[config.mk]
export PLATFORM = sky130hd
export DESIGN_NAME = led_matrix_pwm
export DESIGN_NICKNAME = d
export VERILOG_FILES = /design/src/rtl/led_matrix_pwm.sv
export SDC_FILE = /design/constraint.sdc
export NUM_CORES = 1
export LEC_CHECK = 0
export BUFFER_PORTS_ARGS = -buffer_cell sky130_fd_sc_hd__buf_2
export CAP_MARGIN = 20
export CORE_UTILIZATION = 33
export DETAILED_ROUTE_END_ITERATION = 16
export PLACE_DENSITY_LB_ADDON = 0.1
export SLEW_MARGIN = 25
export SYNTH_ARGS = -nofsm -noshare
export SYNTH_HDL_FRONTEND = slang
export SYNTH_SLANG_ARGS = --single-unit
export TNS_END_PERCENT = 1
[constraint.sdc]
create_clock -name clk -period 3.1 [get_ports clk]
set_clock_uncertainty 0.05 [all_clocks]
set_input_delay 0 -clock clk [delete_from_list [all_inputs] [get_ports clk]]
set_output_delay 0 -clock clk [all_outputs]
set_load 0.01 [all_outputs]
[src/rtl/led_matrix_pwm.sv]
// Multiplexed LED matrix scanner with per-column PWM brightness,
// double-buffered frame/brightness loads and a blanking tick per column.
module led_matrix_pwm #(
    parameter int unsigned ROWS     = 8,
    parameter int unsigned COLS     = 4,
    parameter int unsigned PWM_BITS = 3,
    parameter int unsigned PRESCALE = 375,
    parameter bit          ROW_INV  = 1'b0,
    parameter bit          COL_INV  = 1'b1
) (
    input  logic                     clk,
    input  logic                     rst,
    input  logic                     enable,
    input  logic                     load,
    input  logic [ROWS*COLS-1:0]     frame_in,
    input  logic [COLS*PWM_BITS-1:0] bright_in,
    output logic [ROWS-1:0]          rows,
    output logic [COLS-1:0]          cols,
    output logic                     frame_start,
    output logic                     pending
);

    localparam int unsigned CW = (COLS > 1) ? $clog2(COLS) : 1;
    localparam int unsigned PW = (PRESCALE > 1) ? $clog2(PRESCALE) : 1;
    localparam int unsigned FW = ROWS * COLS;
    localparam int unsigned BW = COLS * PWM_BITS;

    localparam logic [PW-1:0]       P_LAST   = PW'(PRESCALE - 1);
    localparam logic [PWM_BITS-1:0] T_LAST   = '1;
    localparam logic [CW-1:0]       C_LAST   = CW'(COLS - 1);
    localparam logic [ROWS-1:0]     ROWS_OFF = {ROWS{ROW_INV}};
    localparam logic [COLS-1:0]     COLS_OFF = {COLS{COL_INV}};

    logic [PW-1:0]       p_q, p_d;
    logic [PWM_BITS-1:0] t_q, t_d;
    logic [CW-1:0]       c_q, c_d;
    logic [FW-1:0]       shadow_frame_q, shadow_frame_d;
    logic [BW-1:0]       shadow_bright_q, shadow_bright_d;
    logic [FW-1:0]       active_frame_q, active_frame_d;
    logic [BW-1:0]       active_bright_q, active_bright_d;
    logic                pending_q, pending_d;
    logic                idle_q, idle_d;
    logic [ROWS-1:0]     rows_q, rows_d;
    logic [COLS-1:0]     cols_q, cols_d;
    logic                frame_start_q, frame_start_d;

    logic                tick_en;
    logic                boundary;
    logic                swap;
    logic                lit;
    logic [ROWS-1:0]     col_rows;
    logic [PWM_BITS-1:0] col_bright;
    logic [COLS-1:0]     col_onehot;

    always_comb begin
        col_rows   = '0;
        col_bright = '0;
        col_onehot = '0;
        for (int i = 0; i < int'(COLS); i++) begin
            if (c_q == CW'(i)) begin
                col_rows      = active_frame_q[i*ROWS +: ROWS];
                col_bright    = active_bright_q[i*PWM_BITS +: PWM_BITS];
                col_onehot[i] = 1'b1;
            end
        end
    end

    always_comb begin
        p_d             = p_q;
        t_d             = t_q;
        c_d             = c_q;
        shadow_frame_d  = shadow_frame_q;
        shadow_bright_d = shadow_bright_q;
        active_frame_d  = active_frame_q;
        active_bright_d = active_bright_q;
        pending_d       = pending_q;
        idle_d          = ~enable;
        rows_d          = ROWS_OFF;
        cols_d          = COLS_OFF;
        frame_start_d   = 1'b0;

        tick_en  = enable && (p_q == P_LAST);
        boundary = tick_en && (t_q == T_LAST) && (c_q == C_LAST);
        // The first enabled cycle after a pause also counts as a frame start
        swap     = pending_q && (boundary || (enable && idle_q));

        if (enable) begin
            p_d = tick_en ? '0 : p_q + 1'b1;
            if (tick_en) begin
                t_d = t_q + 1'b1;
                if (t_q == T_LAST) begin
                    c_d = (c_q == C_LAST) ? '0 : c_q + 1'b1;
                end
            end
        end else begin
            p_d = '0;
            t_d = '0;
            c_d = '0;
        end

        if (swap) begin
            active_frame_d  = shadow_frame_q;
            active_bright_d = shadow_bright_q;
            pending_d       = 1'b0;
        end
        if (load) begin
            shadow_frame_d  = frame_in;
            shadow_bright_d = bright_in;
            pending_d       = 1'b1;
        end

        // Tick 0 of every slot is blank so the column switch cannot ghost
        lit = enable && (t_q != '0) && (t_q <= col_bright);
        if (lit) begin
            rows_d = col_rows ^ ROWS_OFF;
            cols_d = col_onehot ^ COLS_OFF;
        end

        frame_start_d = enable && (p_q == '0) && (t_q == '0) && (c_q == '0);
    end

    always_ff @(posedge clk) begin
        if (rst) begin
            p_q             <= '0;
            t_q             <= '0;
            c_q             <= '0;
            shadow_frame_q  <= '0;
            shadow_bright_q <= '0;
            active_frame_q  <= '0;
            active_bright_q <= '0;
            pending_q       <= 1'b0;
            idle_q          <= 1'b0;
            rows_q          <= ROWS_OFF;
            cols_q          <= COLS_OFF;
            frame_start_q   <= 1'b0;
        end else begin
            p_q             <= p_d;
            t_q             <= t_d;
            c_q             <= c_d;
            shadow_frame_q  <= shadow_frame_d;
            shadow_bright_q <= shadow_bright_d;
            active_frame_q  <= active_frame_d;
            active_bright_q <= active_bright_d;
            pending_q       <= pending_d;
            idle_q          <= idle_d;
            rows_q          <= rows_d;
            cols_q          <= cols_d;
            frame_start_q   <= frame_start_d;
        end
    end

    assign rows        = rows_q;
    assign cols        = cols_q;
    assign frame_start = frame_start_q;
    assign pending     = pending_q;

endmodule

* Word-level counts from Yosys, hierarchy flattened
Cells that the tools add are included.
Word-level totals: bits in registers 117, bits of input ports 48
Operators by class: $add $sub $neg 3, order comparisons 1, eq/ne operators 5, multiplexer cells 15, bitwise logic cells 3, reduce and logical (&&, ||, !) cells 20
Operator list (number):
- $mux W8 | 4
- $mux W3 | 4
- $logic_and A1 B1 Y1 | 10
- $add A9 B1 Y9 const B | 1
- $eq A9 B9 Y1 const B | 1
- $logic_not A9 Y1 | 1
- $mux W1 | 6
- $eq A2 B2 Y1 const B | 2
- $not A4 Y4 | 1
- $reduce_or A2 Y1 | 2
- $add A3 B1 Y3 const B | 1
- $eq A3 B3 Y1 const B | 1
- $le A3 B3 Y1 | 1
- $logic_not A3 Y1 | 1
- $reduce_bool A3 Y1 | 1
- $reduce_or A3 Y1 | 1
- $add A2 B1 Y2 const B | 1
- $eq A2 B1 Y1 const B | 1
- $logic_not A2 Y1 | 1
- $mux W2 | 1
- $not A1 Y1 | 2
- $reduce_and A2 Y1 | 1
- $reduce_bool A2 Y1 | 1
- $logic_or A1 B1 Y1 | 1

* Logic depth before layout (Yosys ltp)
Gate-level depths: netlist (run 1).
depth after elaboration 9, mapped depth 12, depth with buffers taken out 11

* Least setup slack after synthesis (run 1)
No wires, ideal clock.
path kind register to register, from register c_q[1], to register rows_q[0] (netlist: rows[0]), setup time 0.141 ns, arrival time 2.169 ns, required time 2.909 ns, setup slack 0.740 ns, cell stages (with the launch flop) 12, path through dfxtp_1 inv_1 ha_1 clkbuf_1 a221oi_1 nor3_1 a21oi_1 ha_1 nor2b_1 o21ai_0 a32oi_1 nor3_1
On the way: longest elaborated chain between the ends 9
Ends and longest elaborated chain:
- start: declaration | RTL line 36 | logic [CW-1:0] c_q, c_d;
- start signal: assignment | RTL line 126 | c_q <= '0;
- start signal: assignment | RTL line 139 | c_q <= c_d;
- $logic_not A2 Y1 | RTL line 60 | if (c_q == CW'(i)) begin
- $mux W3 (4 in a row) | RTL line 60
- $le A3 B3 Y1 | RTL line 113 | lit = enable && (t_q != '0) && (t_q <= col_bright);
- $logic_and A1 B1 Y1 | RTL line 113
- $not A1 Y1 (no source line)
- $reduce_or A2 Y1 (no source line)
- end signal: assignment | RTL line 146 | rows_q <= rows_d;
- end: declaration | RTL line 43 | logic [ROWS-1:0] rows_q, rows_d;
Parallel ways exist; a longest one is shown, timed or not. A chain may end at the register's enable or synchronous reset.

* Final worst setup path (run 1)
from register c_q[0], to register rows_q[0] (netlist: rows[0])
The elaborated chain is that of the path after synthesis.

==> flow_summary.json, run 1 <==
{
  "status": "finished clean",
  "ys_top_cells_by_area": "dfxtp_1, mux2i_1, or2b_2",
  "end_kind": "flop",
  "remaining_drc_errors": 0,
  "synth-seq-cells": 117,
  "fmax_ghz": 0.364,
  "areaGrowthSynthToFinish_pct": 28.0,
  "max_stage_delay_ps": 600,
  "crit_path_max_fanout": 13,
  "cts_hold_buf": 46,
  "hold-worst-slack_ps": 101,
  "hp-class": "in2reg",
  "antenna_found_initial": 0,
  "crit_arrival_ps": 2960,
  "netlist.area_leader.share": 0.439,
  "rsz0062_at_grt": "false",
  "vias": 3798,
  "period_needed_ps": 2750,
  "slew_violations": 0,
  "syn_area_um2": 5330,
  "die_h_um": 129,
  "io_buffer_count": 61,
  "synthCells": 533,
  "crit_type": "reg2reg",
  "clk_latency_ps": 410,
  "drt-initial-drc-count": 169,
  "worstPathCellList": "inv_1 > ha_1 > a221oi_1 > nor3_1 > a21oi_1 > ha_1 > nor2b_1 > o21ai_0 > a32oi_1 > nor3_1",
  "cts_root_buf": "clkbuf_16",
  "cts_resized": 0,
  "cp.required_ps": 3310,
  "setup_tns_ps": 0,
  "setup_viol_count_final": 0,
  "grt_overflow_total": 0,
  "synth_area_leader_cell": "dfxtp_1",
  "cts_made_buffers": 17,
  "worst_slack_ps": 350,
  "clk_pin_slew_ps": 50,
  "core_um2": 15800,
  "dp_slack_ps": 360,
  "die-area_um2": 16700,
  "crit_path_top_delay_cell": "a32oi_1",
  "dp_hpwl_um": 7620,
  "routedWlPerCell_um": 12.9,
  "power.density_nw_per_um2": 564,
  "cp.buffers_inverters": 1,
  "finalWirelength_um": 11100,
  "grt_pass1_vias": 3767,
  "initial_utilization": 0.337,
  "synth.avg_cell_area_um2": 10.0,
  "postRouteAntennaNets": 0,
  "final_util": 0.431,
  "die_w_um": 129,
  "final_common_cell": "dfxtp_1",
  "relSlewSlack": 0.416,
  "htreeDepth": 4,
  "peakVddDrop_v": 0.000358,
  "ys_seq_area_frac": 0.439,
  "drive_gt1_frac": 0.245,
  "ys_warn_count": 0,
  "placed_cells": 784,
  "clock_path_buffers": 2,
  "firstDrtPassIters": 4,
  "cap_violations": 0,
  "rows": 46,
  "synthDistinctLibCells": 39,
  "gp_congestion": 0.752,
  "synth_nets": 594,
  "viasPerCell": 4.41,
  "pin_count": 62,
  "cts_tree": "done",
  "cts_setup_buffers": 0,
  "p_leak_nw": 2.67,
  "grt_max_degree": 100,
  "path_delay_family": "compound AO/OA/AOI/OAI gates",
  "tightest_slew_ps": 876,
  "grt_use_total": 0.147,
  "fin_nets": 694,
  "final-instance-count-excl-fill": 862,
  "cp-start-kind": "flop",
  "fin_crit_sh": 0.887,
  "layout_common_cells": "dfxtp_1, mux2i_1, buf_2, nor2_1, or2b_2",
  "grt_pass1_wl_um": 18500,
  "diodes": 0,
  "cts_num_sinks": 117,
  "hold_viol": 0
}
## power by group
group | internal, W | leakage (nW) | switching, W
Sequential | 0.00155 | 0.953 | 0.0000221
Clock | 0.00138 | 0.297 | 0.000668
Combinational | 0.000130 | 1.42 | 0.0000991
Total | 0.00306 | 2.67 | 0.000789
## state kept, by name (all words and copies together), names as in the netlist
register / cells
active_frame_q: 32
pending: 1
p_q: 9
cols: 4
shadow_bright_q: 12
t_q: 3
shadow_frame_q: 32
rows: 8
frame_start: 1
c_q: 2
idle_q: 1
active_bright_q: 12
## synthesized netlist by cell type
| cell | instances |
|---|---|
| o21ai_0 | 13 |
| a21oi_1 | 21 |
| or4_1 | 1 |
| xnor2_1 | 5 |
| buf_1 | 5 |
| inv_1 | 18 |
| a22oi_1 | 8 |
| mux2i_1 | 90 |
| nand4_4 | 1 |
| a32oi_1 | 1 |
| and3_1 | 1 |
| and4_1 | 1 |
| and4bb_4 | 1 |
| nand3_1 | 11 |
| o31ai_4 | 1 |
| nor2b_1 | 6 |
| buf_2 | 7 |
| nand2b_1 | 10 |
| buf_8 | 1 |
| xor2_1 | 3 |
| a221oi_1 | 2 |
| and3_2 | 2 |
| buf_6 | 1 |
| nor2_1 | 59 |
| and2_1 | 1 |
| buf_12 | 4 |
| or2b_2 | 55 |
| dfxtp_1 | 117 |
| a211oi_1 | 1 |
| a32o_1 | 1 |
| nand4_1 | 1 |
| or2b_1 | 25 |
| nor3_1 | 12 |
| and2_2 | 1 |
| nand3b_1 | 1 |
| ha_1 | 13 |
| or3_2 | 1 |
| clkbuf_1 | 15 |
| nand2_1 | 16 |
## cell type report
type                            instances  area [um2]
Inverter                               18        67.6
Clock buffer                           23         468
Fill cell                            1582        9000
Multi-Input combinational cell        365        2710
Sequential cell                       117        2340
Timing Repair Buffer                  114         821
Tap cell                              216         270
Clock inverter                          9         150
## per-stage QoR
stage	instance area [um2]	power, W
2_1_floorplan	5330	0.00174
3_3_place_gp	5750	0.00179
3_5_place_dp	5750	0.00179
4_1_cts	6820	0.00391
5_1_grt	6820	0.00401
6_report	6820	0.00385
## worst paths after layout
| kind | startpoint | end | slack [ps] | cells after the start |
|---|---|---|---|---|
| max | c_q[0] | rows[0] | 350 | 10 |
| min | rst | shadow_frame_q[17] | 100 | 2 |
| max reg2reg | c_q[0] | rows[0] | 350 | 10 |
| min reg2reg | active_frame_q[18] | active_frame_q[18] | 420 | 2 |
## cell families (layout without fill, tap and decap cells)
logic type / Yosys count / after routing / synth area share
and+or+nand+nor: 206 / 206 / 0.239
DFF: 117 / 117 / 0.439
muxes: 90 / 90 / 0.169
buffers and inverters: 51 / 164 / 0.0533
AOI/OAI and AO/OA: 48 / 48 / 0.0554
adders and majority gates: 13 / 13 / 0.0305
xor gates and xnor gates: 8 / 8 / 0.0131
## per-layer routing
| metal | wire [um] | up-vias | GRT usage |
|---|---|---|---|
| met1 | 5490 | 1750 | 0.188 |
| li1 | - | 1981 | - |
| met4 | 120 | 0 | 0.0602 |
| met2 | 5090 | 55 | 0.229 |
| met5 | 0 | - | 0 |
| met3 | 448 | 12 | 0.0450 |
(Power assumes the default switching activity.)
==> run 2: changes to the inputs <==
Settings changed: CORE_UTILIZATION 33 to 45.
==> flow_summary.json, run 2 (synthesis results as in run 1) <==
{
  "peakVddDrop_v": 0.000412,
  "clock_path_buffers": 2,
  "crit_path_max_fanout": 8,
  "htreeDepth": 4,
  "hold-worst-slack_ps": 116,
  "final_common_cell": "dfxtp_1",
  "remaining_drc_errors": 0,
  "cp-start-kind": "flop",
  "top_regs": "active_frame_q (32), shadow_frame_q (32)",
  "grt_pass1_vias": 3946,
  "cts_root_buf": "clkbuf_16",
  "die_h_um": 111,
  "grt_pass1_wl_um": 18500,
  "reg2reg_slack_ps": 480,
  "ff2ff_path_depth": 10,
  "fin_nets": 693,
  "r2r_end": "rows[6]",
  "setup_viol_count_final": 0,
  "path_delay_family": "compound AO/OA/AOI/OAI gates",
  "finalWirelength_um": 10500,
  "clk_pin_slew_ps": 50,
  "power.density_nw_per_um2": 548,
  "layout_common_cells": "dfxtp_1, mux2i_1, buf_2, nor2_1, or2b_2",
  "viasPerCell": 4.83,
  "cts_num_sinks": 117,
  "r2r_start": "c_q[0]",
  "tightest_slew_ps": 856,
  "diodes": 0,
  "cp.buffers_inverters": 1,
  "firstDrtPassIters": 4,
  "die-area_um2": 12300,
  "hold_viol": 0,
  "grt_use_total": 0.190,
  "worstHoldPathCells": 2,
  "dp_hpwl_um": 6840,
  "hp-class": "in2reg",
  "worstHoldEndpoint": "shadow_frame_q[19]",
  "period_needed_ps": 2620,
  "grt_max_degree": 105,
  "fmax_ghz": 0.382,
  "crit_arrival_ps": 2830,
  "crit_path_top_delay_cell": "a32oi_1",
  "pin_count": 62,
  "initial_utilization": 0.465,
  "slew_violations": 0,
  "swShare": 0.205,
  "cts_tree": "done",
  "max_stage_delay_ps": 590,
  "cts_made_buffers": 17,
  "vias": 3789,
  "grt_overflow_total": 0,
  "gp_congestion": 0.788,
  "areaGrowthSynthToFinish_pct": 25.2,
  "cap_violations": 0,
  "cp.required_ps": 3310,
  "crit_type": "reg2reg",
  "rows": 39,
  "die_w_um": 111,
  "drive_gt1_frac": 0.240,
  "worstPathCellList": "inv_1 > ha_1 > nor2b_1 > nor3_1 > a21oi_1 > ha_1 > nor2b_1 > o21ai_0 > a32oi_1 > nor3_1",
  "drt-initial-drc-count": 142,
  "fin_crit_sh": 0.845,
  "p_int_w": 0.00291,
  "setup_tns_ps": 0,
  "core_um2": 11500,
  "p_comb_frac": 0.063,
  "p_leak_nw": 2.64,
  "end_kind": "flop",
  "relSlewSlack": 0.429,
  "rsz0062_at_grt": "false",
  "io_buffer_count": 61,
  "min_from": "rst",
  "routedWlPerCell_um": 13.3,
  "status": "finished clean",
  "clockPowerShare": 0.508,
  "p_switching_w": 0.000750,
  "postRouteAntennaNets": 0,
  "power_w": 0.00366,
  "clk_latency_ps": 420,
  "antenna_found_initial": 0,
  "p_seq_frac": 0.429
}
run 2: changes by cell type in the layout (fill, tap and decap cells not counted):
cell | before | now
clkbuf_8 | 2 | 3
buf_4 | 8 | 7
buf_12 | 0 | 1
clkinvlp_4 | 2 | 1
bufinv_16 | 4 | 2
clkinv_2 | 3 | 1
clkbuf_1 | 4 | 5
dlygate4sd3_1 | 46 | 45
run 2: metal layers:
layer  global-route usage  routed length, um  vias up
met5                    0                  0        -
met4               0.0880                194        0
met1                0.228               4890     1760
li1                     -                  -     1969
met2                0.318               5080       45
met3               0.0470                281       15
run 2: worst register-to-register path, stage by stage, from the launching register on:
cell     delay [ps]
dfxtp_1         380
inv_1            80
ha_1            270
nor2b_1         160
nor3_1          170
a21oi_1          60
ha_1            320
nor2b_1         130
o21ai_0         120
a32oi_1         590
nor3_1          120
run 2: area by class of cell:
| class | count | area (um2) |
|---|---|---|
| Fill cell | 1021 | 4790 |
| Clock buffer | 25 | 485 |
| Clock inverter | 4 | 72.6 |
| Inverter | 18 | 67.6 |
| Multi-Input combinational cell | 365 | 2710 |
| Sequential cell | 117 | 2340 |
| Tap cell | 143 | 179 |
| Timing Repair Buffer | 113 | 823 |
run 2: worst max-delay path by stage:
stage | from | end | slack [ps] | cells after the start
after floorplan | c_q[1] | rows[0] | 740 | 11
after global placement | c_q[0] | rows[6] | 630 | 10
after detailed placement | c_q[0] | rows[4] | 480 | 10
after CTS | c_q[0] | rows[4] | 470 | 10
after global routing | c_q[1] | rows[4] | 140 | 11
final | c_q[0] | rows[6] | 480 | 10
run 2: per-stage QoR:
stage | worst slack, ps | instance area [um2] | instances | utilization
after floorplan | 740 | 5330 | 533 | -
after global placement | 633 | 5670 | 711 | 0.494
after detailed placement | 484 | 5670 | 711 | 0.494
after CTS | 468 | 6680 | 785 | 0.582
after global routing | 139 | 6680 | 785 | 0.582
final | 480 | 6680 | 785 | 0.582
run 2: timing repair:
action	4_1_cts	5_1_grt
endpoints found under the hold margin	50	0
hold buffers	45	0
buffers inserted	0	0
resized for setup	0	0
run 2: power by group through the flow:
stage	logic, W	registers [W]	clock network (W)
final	0.000229	0.00157	0.00186
after global routing	0.000257	0.00157	0.00196
after CTS	0.000232	0.00157	0.00190
after detailed placement	0.000188	0.00160	0
after global placement	0.000184	0.00160	0
after floorplan	0.000141	0.00159	0
==> run 3: changes to the inputs <==
Settings changed: ABC_AREA set to 1.
Clock period 3.1 ns to 2.5 ns, I/O delays scaled along.
==> flow_summary.json, run 3 <==
{
  "cp.required_ps": 2900,
  "vias": 4426,
  "syn_area_um2": 4800,
  "finalWirelength_um": 11400,
  "drt-initial-drc-count": 263,
  "hp-class": "in2reg",
  "ff2ff_path_depth": 12,
  "synth_enable_flop_cells": 0,
  "top_usage_layer": "met2",
  "grt_pass1_vias": 4209,
  "clock_path_buffers": 2,
  "synth_nets": 691,
  "cp-start-kind": "flop",
  "fin_crit_sh": 0.908,
  "postRouteAntennaNets": 0,
  "rsz0062_at_grt": "false",
  "use_met1": 0.281,
  "synth_area_leader_cell": "dfxtp_1",
  "viasPerCell": 4.95,
  "routedWlPerCell_um": 12.8,
  "ys_top_cells_by_area": "dfxtp_1, a21oi_1, nand2_1",
  "rows": 37,
  "synth_common_cells": "dfxtp_1, a21oi_1, nand2_1, nor2_1, inv_1",
  "gp_congestion": 0.815,
  "grt_max_degree": 91,
  "die-area_um2": 11100,
  "htreeDepth": 4,
  "crit_arrival_ps": 2670,
  "synth_flop_cell": "dfxtp_1",
  "worstHoldEndpoint": "shadow_bright_q[5]",
  "layout_common_cells": "dfxtp_1, a21oi_1, nand2_1, dlygate4sd3_1, nor2_1",
  "die_w_um": 105,
  "antenna_found_initial": 0,
  "cts_num_sinks": 117,
  "clk_pin_slew_ps": 50,
  "grt_overflow_total": 0,
  "fin_nets": 807,
  "firstDrtPassIters": 5,
  "drive_gt1_frac": 0.152,
  "cts_tree": "done",
  "crit_type": "reg2reg",
  "relSlewSlack": 0.598,
  "final_common_cell": "dfxtp_1",
  "yosysMostFrequentCell": "dfxtp_1",
  "cap_violations": 0,
  "period_needed_ps": 2270,
  "end_kind": "flop",
  "grtUsageMet2": 0.354,
  "core_um2": 10300,
  "synth-seq-cells": 117,
  "slew_violations": 0,
  "tightest_slew_ps": 602,
  "die_h_um": 105,
  "initial_utilization": 0.465,
  "dp_slack_ps": 59.4,
  "synthDistinctLibCells": 23,
  "io_buffer_count": 61,
  "status": "finished clean",
  "r2r_end": "rows[6]",
  "worstHoldPathCells": 4,
  "r2r_start": "c_q[1]",
  "synthCells": 630,
  "setup_viol_count_final": 0,
  "cts_root_buf": "clkbuf_8",
  "setup_tns_ps": 0,
  "dp_hpwl_um": 7010,
  "crit_path_max_fanout": 8,
  "grt_pass1_wl_um": 19400,
  "pin_count": 62,
  "ys_seq_area_frac": 0.488,
  "p_leak_nw": 2.76,
  "top_regs": "active_frame_q (32), shadow_frame_q (32)",
  "reg2reg_slack_ps": 230,
  "worst_slack_ps": 229,
  "async_flop_share": 0,
  "cts_made_buffers": 17,
  "grt_use_total": 0.219,
  "met3_usage": 0.0581,
  "clk_latency_ps": 520,
  "fmax_ghz": 0.440,
  "min_from": "load",
  "synth.avg_cell_area_um2": 7.62,
  "hold_viol": 0,
  "power.density_nw_per_um2": 727,
  "ys_warn_count": 0,
  "fillers": 918,
  "crit_start": "c_q[1]",
  "peakVddDrop_v": 0.000461,
  "netlist.area_leader.share": 0.488,
  "remaining_drc_errors": 0,
  "diodes": 0,
  "areaGrowthSynthToFinish_pct": 35.0
}
## run 3: changes by cell type in the layout (fill, tap and decap cells not counted), sizes merged, moves of 7 or more
cell	delta
or2b	-80
o21ai	+41
o211ai	+8
dlygate4sd3	+22
nor3	-7
a21oi	+86
nand2b	-10
nand3	+43
nand2	+59
mux2i	-90
nor2	+10
inv	+47
## run 3: report_power, final
group / internal, W / total, W / switching (W)
clock network: 0.00154 / 0.00236 / 0.000824
logic: 0.000182 / 0.000384 / 0.000202
registers: 0.00194 / 0.00197 / 0.0000267
total: 0.00366 / 0.00471 / 0.00105
## run 3: kinds of logic after synthesis
kind of cell | Yosys count | share of synthesized area
buffers and inverters | 108 | 0.0912
DFF | 117 | 0.488
and+or+nand+nor | 208 | 0.183
AOI/OAI and AO/OA | 181 | 0.199
xor gates and xnor gates | 3 | 0.00547
adders and majority gates | 13 | 0.0339
## run 3: stage by stage
step	util	total power (W)	std cells	hold WS, ps	instance area [um2]
CTS	0.626	0.00474	894	159	6460
finish	0.628	0.00471	895	163	6480
floorplan	-	0.00221	630	16.7	4800
detailed placement	0.504	0.00230	795	172	5210
global placement	0.504	0.00229	795	168	5210
global route	0.628	0.00491	895	227	6480
## run 3: repair_timing
action / CTS / global route
gates resized for setup: 0 / 5
endpoints found under the setup margin: 0 / 8
buffers inserted: 0 / 1
hold buffers: 67 / 0
hold endpoints to repair: 80 / 0
## run 3: routing by layer
metal / up-vias / part of all wire
li1: 2322 / -
met1: 2025 / 0.48
met2: 66 / 0.48
met3: 13 / 0.034
met4: 0 / 0.013
met5: - / 0
## run 3: final cells by class
class | count | area (um2) | share of cell area
Tap cell | 136 | 170 | 0.0262
Inverter | 65 | 244 | 0.0376
Clock inverter | 9 | 98.8 | 0.0152
Multi-Input combinational cell | 405 | 2030 | 0.314
Clock buffer | 23 | 487 | 0.0751
Timing Repair Buffer | 140 | 1100 | 0.170
Sequential cell | 117 | 2350 | 0.362
## run 3: worst max-delay path by stage
| stage | endpoint | slack (ps) | cells past startpoint |
|---|---|---|---|
| after floorplan | rows[3] | 200 | 13 |
| after global placement | rows[3] | 250 | 12 |
| after detailed placement | rows[3] | 60 | 13 |
| final | rows[6] | 230 | 12 |
| after CTS | rows[6] | 50 | 13 |
| after global routing | rows[0] | 20 | 12 |
## run 3: worst max-delay path, stage by stage, from the launching register on
cell and delay, ps:
dfxtp_2 350, inv_1 70, ha_1 220, buf_4 170
a22oi_1 190, a21oi_1 100, a21oi_1 140, ha_1 280
a21oi_1 120, o21ai_0 90, nand2_1 180, nand2_4 110
a21oi_1 140
